### src/rtl/multicycle_controller_pkg.sv
// Shared encodings for the multi-cycle RISC-V controller and datapath:
// FSM states, opcodes, mux selects and ALU operation codes.
package multicycle_controller_pkg;

    typedef enum logic [3:0] {
        S_FETCH    = 4'd0,
        S_DECODE   = 4'd1,
        S_MEMADR   = 4'd2,
        S_MEMREAD  = 4'd3,
        S_MEMWB    = 4'd4,
        S_MEMWRITE = 4'd5,
        S_EXECR    = 4'd6,
        S_EXECI    = 4'd7,
        S_ALUWB    = 4'd8,
        S_BRANCH   = 4'd9,
        S_JALR_ADR = 4'd10,
        S_JAL      = 4'd11,
        S_LUI      = 4'd12
    } state_t;

    localparam logic [6:0] OP_LOAD   = 7'b0000011;
    localparam logic [6:0] OP_STORE  = 7'b0100011;
    localparam logic [6:0] OP_RTYPE  = 7'b0110011;
    localparam logic [6:0] OP_ITYPE  = 7'b0010011;
    localparam logic [6:0] OP_BRANCH = 7'b1100011;
    localparam logic [6:0] OP_JAL    = 7'b1101111;
    localparam logic [6:0] OP_JALR   = 7'b1100111;
    localparam logic [6:0] OP_LUI    = 7'b0110111;

    localparam logic [2:0] ALU_ADD = 3'b000;
    localparam logic [2:0] ALU_SUB = 3'b001;
    localparam logic [2:0] ALU_AND = 3'b010;
    localparam logic [2:0] ALU_OR  = 3'b011;
    localparam logic [2:0] ALU_SLT = 3'b101;

    localparam logic [2:0] IMM_I = 3'b000;
    localparam logic [2:0] IMM_S = 3'b001;
    localparam logic [2:0] IMM_B = 3'b010;
    localparam logic [2:0] IMM_J = 3'b011;
    localparam logic [2:0] IMM_U = 3'b100;

    localparam logic [1:0] RES_ALUOUT    = 2'b00;
    localparam logic [1:0] RES_MEMDATA   = 2'b01;
    localparam logic [1:0] RES_ALURESULT = 2'b10;
    localparam logic [1:0] RES_IMMEXT    = 2'b11;

    localparam logic [1:0] SRCA_PC    = 2'b00;
    localparam logic [1:0] SRCA_OLDPC = 2'b01;
    localparam logic [1:0] SRCA_REG   = 2'b10;

    localparam logic [1:0] SRCB_REG  = 2'b00;
    localparam logic [1:0] SRCB_IMM  = 2'b01;
    localparam logic [1:0] SRCB_FOUR = 2'b10;

    // ALUOp class handed from the FSM to the ALU decoder.
    localparam logic [1:0] ALUOP_ADD   = 2'b00;
    localparam logic [1:0] ALUOP_SUB   = 2'b01;
    localparam logic [1:0] ALUOP_FUNCT = 2'b10;

    // Branch condition from the flags of rs1 - rs2; unknown funct3 is never taken.
    function automatic logic branch_taken(input logic [2:0] funct3,
                                          input logic zero,
                                          input logic neg);
        case (funct3)
            3'b000:  return zero;
            3'b001:  return !zero;
            3'b100:  return neg;
            3'b101:  return !neg;
            default: return 1'b0;
        endcase
    endfunction

endpackage

### src/rtl/multicycle_controller_alu_decoder.sv
// ALU decoder: maps the FSM's ALUOp class plus funct fields to ALUControl.
module multicycle_controller_alu_decoder
    import multicycle_controller_pkg::*;
(
    input  logic [1:0] i_alu_op,
    input  logic [2:0] i_funct3,
    input  logic       i_funct7b5,
    input  logic       i_op5,
    output logic [2:0] o_alu_control
);

    always_comb begin
        o_alu_control = ALU_ADD;
        case (i_alu_op)
            ALUOP_SUB: o_alu_control = ALU_SUB;
            ALUOP_FUNCT: begin
                case (i_funct3)
                    // op5 separates R-type from I-type, where funct7b5 is immediate bits
                    3'b000:  o_alu_control = (i_op5 && i_funct7b5) ? ALU_SUB : ALU_ADD;
                    3'b010:  o_alu_control = ALU_SLT;
                    3'b110:  o_alu_control = ALU_OR;
                    3'b111:  o_alu_control = ALU_AND;
                    default: o_alu_control = ALU_ADD;
                endcase
            end
            default: o_alu_control = ALU_ADD;
        endcase
    end

endmodule

### src/rtl/multicycle_controller.sv
// Main control FSM of the multi-cycle RISC-V datapath: sequences each
// instruction and drives all datapath enables and mux selects.
module multicycle_controller
    import multicycle_controller_pkg::*;
#(
    parameter int STATE_W     = 4,
    parameter int RESET_STATE = 0
)
(
    input  logic               clk,
    input  logic               rst,
    input  logic [6:0]         opcode,
    input  logic [2:0]         funct3,
    input  logic               funct7b5,
    input  logic               zero,
    input  logic               neg,
    output logic               PCWrite,
    output logic               AdrSrc,
    output logic               MemWrite,
    output logic               IRWrite,
    output logic [1:0]         ResultSrc,
    output logic [1:0]         ALUSrcA,
    output logic [1:0]         ALUSrcB,
    output logic [2:0]         ALUControl,
    output logic [2:0]         ImmSrc,
    output logic               RegWrite,
    output logic [STATE_W-1:0] state
);

    localparam state_t L_RESET_STATE = state_t'(RESET_STATE[3:0]);

    state_t     r_state;
    state_t     w_next_state;
    logic [1:0] w_alu_op;
    logic [2:0] w_alu_control;
    logic [2:0] w_imm_src;

    always_ff @(posedge clk or posedge rst) begin
        if (rst) r_state <= L_RESET_STATE;
        else     r_state <= w_next_state;
    end

    always_comb begin
        case (opcode)
            OP_STORE:  w_imm_src = IMM_S;
            OP_BRANCH: w_imm_src = IMM_B;
            OP_JAL:    w_imm_src = IMM_J;
            OP_LUI:    w_imm_src = IMM_U;
            default:   w_imm_src = IMM_I;
        endcase
    end

    multicycle_controller_alu_decoder u_alu_decoder (
        .i_alu_op      (w_alu_op),
        .i_funct3      (funct3),
        .i_funct7b5    (funct7b5),
        .i_op5         (opcode[5]),
        .o_alu_control (w_alu_control)
    );

    always_comb begin
        w_next_state = S_FETCH;
        w_alu_op     = ALUOP_ADD;
        PCWrite      = 1'b0;
        AdrSrc       = 1'b0;
        MemWrite     = 1'b0;
        IRWrite      = 1'b0;
        RegWrite     = 1'b0;
        ResultSrc    = RES_ALUOUT;
        ALUSrcA      = SRCA_PC;
        ALUSrcB      = SRCB_REG;

        case (r_state)
            S_FETCH: begin
                IRWrite      = 1'b1;
                PCWrite      = 1'b1;
                ALUSrcB      = SRCB_FOUR;
                ResultSrc    = RES_ALURESULT;
                w_next_state = S_DECODE;
            end
            S_DECODE: begin
                ALUSrcA = SRCA_OLDPC;
                ALUSrcB = SRCB_IMM;
                case (opcode)
                    OP_LOAD, OP_STORE: w_next_state = S_MEMADR;
                    OP_RTYPE:          w_next_state = S_EXECR;
                    OP_ITYPE:          w_next_state = S_EXECI;
                    OP_BRANCH:         w_next_state = S_BRANCH;
                    OP_JAL:            w_next_state = S_JAL;
                    OP_JALR:           w_next_state = S_JALR_ADR;
                    OP_LUI:            w_next_state = S_LUI;
                    default:           w_next_state = S_FETCH;
                endcase
            end
            S_MEMADR: begin
                ALUSrcA      = SRCA_REG;
                ALUSrcB      = SRCB_IMM;
                w_next_state = (opcode == OP_LOAD) ? S_MEMREAD : S_MEMWRITE;
            end
            S_MEMREAD: begin
                AdrSrc       = 1'b1;
                w_next_state = S_MEMWB;
            end
            S_MEMWB: begin
                ResultSrc = RES_MEMDATA;
                RegWrite  = 1'b1;
            end
            S_MEMWRITE: begin
                AdrSrc   = 1'b1;
                MemWrite = 1'b1;
            end
            S_EXECR: begin
                ALUSrcA      = SRCA_REG;
                ALUSrcB      = SRCB_REG;
                w_alu_op     = ALUOP_FUNCT;
                w_next_state = S_ALUWB;
            end
            S_EXECI: begin
                ALUSrcA      = SRCA_REG;
                ALUSrcB      = SRCB_IMM;
                w_alu_op     = ALUOP_FUNCT;
                w_next_state = S_ALUWB;
            end
            S_ALUWB: begin
                RegWrite = 1'b1;
            end
            S_BRANCH: begin
                ALUSrcA  = SRCA_REG;
                ALUSrcB  = SRCB_REG;
                w_alu_op = ALUOP_SUB;
                PCWrite  = branch_taken(funct3, zero, neg);
            end
            S_JALR_ADR: begin
                ALUSrcA      = SRCA_REG;
                ALUSrcB      = SRCB_IMM;
                w_next_state = S_JAL;
            end
            S_JAL: begin
                // PC takes the target held in ALUOut while the ALU forms the link value
                PCWrite      = 1'b1;
                ALUSrcA      = SRCA_OLDPC;
                ALUSrcB      = SRCB_FOUR;
                w_next_state = S_ALUWB;
            end
            S_LUI: begin
                ResultSrc = RES_IMMEXT;
                RegWrite  = 1'b1;
            end
            default: w_next_state = S_FETCH;
        endcase

        ALUControl = w_alu_control;
        ImmSrc     = w_imm_src;

        if (rst) begin
            PCWrite    = 1'b0;
            AdrSrc     = 1'b0;
            MemWrite   = 1'b0;
            IRWrite    = 1'b0;
            RegWrite   = 1'b0;
            ResultSrc  = 2'b00;
            ALUSrcA    = 2'b00;
            ALUSrcB    = 2'b00;
            ALUControl = 3'b000;
            ImmSrc     = 3'b000;
        end
    end

    assign state = STATE_W'(r_state);

endmodule

### config.mk
export PLATFORM = sky130hd
export DESIGN_NAME = multicycle_controller
export DESIGN_NICKNAME = d
export VERILOG_FILES = /design/src/rtl/multicycle_controller_pkg.sv /design/src/rtl/multicycle_controller_alu_decoder.sv /design/src/rtl/multicycle_controller.sv
export SDC_FILE = /design/constraint.sdc
export NUM_CORES = 1
export LEC_CHECK = 0
export CELL_PAD_IN_SITES_DETAIL_PLACEMENT = 0
export CELL_PAD_IN_SITES_GLOBAL_PLACEMENT = 1
export CORE_MARGIN = 2
export CORE_UTILIZATION = 25
export CTS_CLUSTER_DIAMETER = 150
export DETAILED_ROUTE_END_ITERATION = 12
export PLACE_DENSITY = 0.75
export SETUP_SLACK_MARGIN = 0.3
export SLEW_MARGIN = 20
export SYNTH_ARGS = -nofsm -noshare
export SYNTH_HDL_FRONTEND = slang
export SYNTH_SLANG_ARGS = --single-unit
export TNS_END_PERCENT = 100
### constraint.sdc
create_clock -name clk -period 2.1 [get_ports clk]
set_input_delay 0.21 -clock clk [delete_from_list [all_inputs] [get_ports clk]]
set_output_delay 0.21 -clock clk [all_outputs]
set_load 0.02 [all_outputs]
# Word level (Yosys, flattened, before mapping)
# Index checks and enable logic that the tools add are counted.
[word_totals] output_inout_bits=21 ff_bits=4 in_bits=15 ram_bits=0 rom_bits=0 latch_bits=0 wordCells=70 memories=0
[classes] mux=27 bitwise=0 order_cmp=0 reduce_logical=14 n_mul=0 addsub=0 shifts=0 n_div=0 eq_ne=28
[op_table] op="4-bit case mux with 7 select lines" n=1
[op_table] op="3-bit case mux with 4 select lines" n=2
[op_table] op="4-bit case mux with 6 select lines" n=1
[op_table] op="7-bit by 6-bit equality test with 1-bit output, second input constant" n=3
[op_table] op="7-bit equality test, second input constant" n=3
[op_table] op="4-bit equality test, second input constant" n=5
[op_table] op="4-bit by 3-bit equality test with 1-bit output, second input constant" n=4
[op_table] op="3-bit equality test, second input constant" n=4
[op_table] op="2-bit case mux with 2 select lines" n=3
[op_table] op="1-bit 2-to-1 mux" n=10
[op_table] op="2-bit OR reduction" n=5
[op_table] op="3-bit 2-to-1 mux" n=3
[op_table] op="4-bit by 2-bit equality test with 1-bit output, second input constant" n=2
[op_table] op="7-bit by 2-bit equality test with 1-bit output, second input constant" n=1
[op_table] op="7-bit by 5-bit equality test with 1-bit output, second input constant" n=1
[op_table] op="2-bit 2-to-1 mux" n=3
[op_table] op="2-bit case mux with 3 select lines" n=1
[op_table] op="3-bit case mux with 2 select lines" n=1
[op_table] op="3-bit OR reduction" n=2
[op_table] op="5-bit OR reduction" n=1
[op_table] op="4-bit by 1-bit equality test with 1-bit output, second input constant" n=1
[op_table] op="4-bit zero test" n=1
[op_table] op="1-bit case mux with 4 select lines" n=1
[op_table] op="4-bit OR reduction" n=1
[op_table] op="other kinds (8)" n=9

# Depth between registers and ports, before layout
[depth] word_depth=6 ltp_mapped=7 ltp_nobuf=6

# Hierarchy
# A second synthesis with hierarchy kept.
[unflattened] cells_unflattened=94 area_unflattened_um2=701.9
[by_module_without_submodules] module="multicycle_controller" seq_area_each_um2=100.1 cells_each=83 area_per_inst_um2=605.6 instances=1
[by_module_without_submodules] module="multicycle_controller_alu_decoder" seq_area_each_um2=0.0 cells_each=11 area_per_inst_um2=96.3 instances=1

# Worst setup path before layout
# Ideal clock, no wire load.
[synth_path] path_kind="reg2out" from="reg r_state[0], in the netlist state[0]" to="out ALUControl[0]" arrival_time_ns=1.914 n_path_buf=1 slack_ns=-0.024 stages_incl_launch_ff=6 t_required_ns=1.890 cell_sequence="dfrtp_1 -> buf_2 -> nor2b_1 -> nand2_1 -> ha_1 -> a211oi_1"
[synth_between] elab_chain_len=6 word_cells_on_any_way=9 cone_classes="eq/ne: 5; mux: 3; reduce/logical: 1"
[synth_rtl] item="start: declaration" line_no="multicycle_controller.sv:32" rtl="state_t r_state;"
[synth_rtl] item="start signal: assignment" line_no="multicycle_controller.sv:40" rtl="else r_state <= w_next_state;"
[synth_rtl] item="4-bit by 3-bit equality test with 1-bit output" line_no="multicycle_controller.sv:73" rtl="case (r_state)"
[synth_rtl] item="2-bit OR reduction (no source line)"
[synth_rtl] item="2-bit case mux with 2 select lines *" line_no="multicycle_controller.sv:73"
[synth_rtl] item="2-bit equality test / 2-bit by 1-bit equality test with 1-bit output (equally long branches)" line_no="multicycle_controller_alu_decoder.sv:14" rtl="case (i_alu_op)"
[synth_rtl] item="3-bit case mux with 2 select lines *" line_no="multicycle_controller_alu_decoder.sv:14"
[synth_rtl] item="3-bit 2-to-1 mux *" line_no="multicycle_controller.sv:155" rtl="if (rst) begin"
[synth_rtl] item="end: declaration" line_no="multicycle_controller.sv:24" rtl="output logic [2:0] ALUControl,"
# Every way passes the cells marked *; elsewhere a longest branch is shown, timed or not.

# Worst setup path after layout
[layout_path] from="reg r_state[3], in the netlist state[3]" to="out ALUControl[0]"
# The elaborated chain is that of the path after synthesis.

==> results.json <==
{
  "outcome": "completed",
  "area.growth.synth_to_final_pct": 89.4,
  "fin_ws_ps": 248,
  "hold_ws_ps": 408,
  "clk_latency_ps": 240,
  "fin_area_sq_um": 1260,
  "period_minus_slack_ps": 1850,
  "finClkSkew_ps": 11.7,
  "vdd_ir_drop_max_mv": 0.311,
  "hold_violations": 0,
  "cts_tree": "yes",
  "postCtsHoldBufs": 0,
  "grt_pass1_vias": 882,
  "synth-seq-cells": 4,
  "slew_headroom_pct": 82.0,
  "r2r-start": "state[3]$_DFF_PP0_",
  "antenna_found_initial": 0,
  "cts_htree_levels": 1,
  "dpl_cell_area_sq_um": 1180,
  "io_buffers": 35,
  "gp_congestion": 0.756,
  "reg2reg_depth": 5,
  "grt_pass1_wl_mm": 3.77,
  "viasPerCell": 4.96,
  "drt_first_pass_iters": 4,
  "antenna_cells": 0,
  "drt-total-wl_mm": 2.30,
  "slowest_delay_ps": 410,
  "crit_cells": 7,
  "largest_reg_flops": 4,
  "required_ps": 1890,
  "min_period_over_period_pct": 88.2,
  "crit_path_cell_trace": "nor2b_2, and2_4, ha_4, nor2b_4, o21ai_2, a211oi_4, buf_6",
  "cp-start-kind": "register",
  "tightest_slew_ps": 266,
  "path_max_fanout": 3,
  "synthArstFlopShare_pct": 100,
  "powerDensity_nw_per_um2": 438,
  "rows": 18,
  "start_util_pct": 26.5,
  "setup_viol": 0,
  "grt_max_degree": 10,
  "synth_cell_types": 40,
  "cts-root-buf": "clkbuf_4",
  "vias": 888,
  "syn_inst": 93,
  "cp_top_family": "simple AND/OR/NAND/NOR gates",
  "crit_arrival_ps": 1640,
  "drt-wirelength-per-cell_um": 12.9,
  "drive_above_1_share_pct": 40.3,
  "nNetsFinal": 167,
  "ant_nets": 0,
  "criticalPathCategory": "reg2out",
  "slowest_stage": "dfrtp_2",
  "cap_violations": 0,
  "grt_usage_pct": 14.8,
  "dieHeight_um": 55.5,
  "syn_avg_cell_area_sq_um": 7.13,
  "drc_errors": 0,
  "place_ws_ps": -69.3,
  "worst-r2r-setup-slack_ps": 820,
  "boundaryPins": 36,
  "drt_iter0_markers": 14,
  "crit_path_end_kind": "output port",
  "synth_ff_type": "dfrtp_1",
  "coreArea_sq_um": 2500,
  "r2r-end": "state[3]$_DFF_PP0_",
  "dp_hpwl_mm": 1.79,
  "ys_seq_area_share_pct": 15.1,
  "syn-num-nets": 110,
  "hold_path_class": "in2async",
  "overflow": 0,
  "leakage_uw": 0.000563,
  "cts_inserted_buffers": 3,
  "ys_warn_count": 0,
  "numClockSinks": 4,
  "clk_pin_slew_ps": 40,
  "critPathBufInv": 1,
  "dieArea_sq_um": 3080,
  "synth_edf_count": 0,
  "fp.dieW_um": 55.5,
  "syn-cell-area_sq_um": 663,
  "final_core_util_pct": 50.3,
  "finalSetupTns_ps": 0,
  "drv_slew": 0,
  "fill_cells": 252,
  "rsz0062_at_grt": "yes",
  "fmax_mhz": 540,
  "cts_buffer_depth": 2
}
==> cells by family (layout without fill, tap and decap cells) <==
logic type	count (synthesis)	after routing	share of synthesized area [%]
xor+xnor	3	3	3.96
flops	4	4	15.1
compound gates	18	18	19.4
fa+ha+maj	2	2	3.77
buf+inv	11	67	7.36
simple gates	54	54	48.9
mux	1	1	1.51
==> synthesized netlist by cell type, types with 2 or more instances <==
library cell	number	share of area (%)
nor2_1	11	6.2
xnor2_1	2	2.6
dfrtp_1	4	15
and4_1	2	2.6
nand2_1	5	2.8
nand3b_1	2	2.3
ha_1	2	3.8
inv_1	4	2.3
o21ai_1	4	3.0
nor3b_1	2	2.3
and3b_1	3	4.0
and3_1	3	2.8
nand3_1	2	1.5
nor3_1	4	3.0
nor2b_1	6	5.7
nor4_1	2	1.9
or3_1	3	2.8
o21ai_0	2	1.5
buf_2	6	4.5
and2_1	2	1.9
a21oi_1	3	2.3
==> cell usage in the layout, fill, tap and decap left out, types with 3 or more instances in the layout <==
cell	count
clkdlybuf4s50_1	18
and3_1	3
clkbuf_4	3
nor3_1	3
dfrtp_2	3
buf_6	3
buf_4	24
and3b_1	3
nor2_1	11
inv_1	4
clkbuf_2	4
a21oi_1	3
o21ai_1	3
nand2_1	4
buf_2	5
==> area by class of cell <==
class | count | area (sq um) | area share [%]
inverters | 5 | 18.8 | 1.49
flip-flops and latches | 4 | 104 | 8.27
repair buffers | 58 | 478 | 38.0
well taps | 30 | 37.5 | 2.99
clock buffers | 4 | 26.3 | 2.09
multi-input cells | 78 | 592 | 47.1
==> routing by layer <==
layer	GRT usage (%)	part of all wire, %	up-vias
li1	-	-	449
met5	0	0	-
met2	28.6	53	23
met3	2.11	4.3	2
met4	4.18	0.83	0
met1	16.5	42	414
==> where the power goes <==
| group | internal [uW] | switching [uW] |
|---|---|---|
| Combinational | 182 | 168 |
| Clock | 71.3 | 32.8 |
| Sequential | 87.2 | 9.14 |
==> stage by stage <==
stage | power (uW) | std cells
2_1_floorplan | 269 | 93
4_1_cts | 520 | 175
3_5_place_dp | 425 | 170
6_report | 550 | 179
5_1_grt | 588 | 179
3_3_place_gp | 421 | 170
==> how the worst max path moves through the flow <==
stage	start	endpoint	slack, ps
after floorplan	state[0]$_DFF_PP0_	ALUControl[2]	310
after global placement	funct3[2]	PCWrite	-30
after detailed placement	state[2]$_DFF_PP0_	ALUControl[0]	-70
after CTS	state[3]$_DFF_PP0_	ALUControl[0]	120
after global routing	state[3]$_DFF_PP0_	ALUControl[0]	190
final	state[3]$_DFF_PP0_	ALUControl[0]	250
==> worst min-delay path, cell delays in order <==
cell and delay [ps]:
clkdlybuf4s50_1 490, inv_2 130, buf_4 140
==> repair_timing <==
action,CTS,global route
gates resized for setup,54,22
endpoints found under the setup margin,17,14
pin swaps,1,1
setup buffers,1,4
Note: power is estimated with default switching activity, not from simulation.
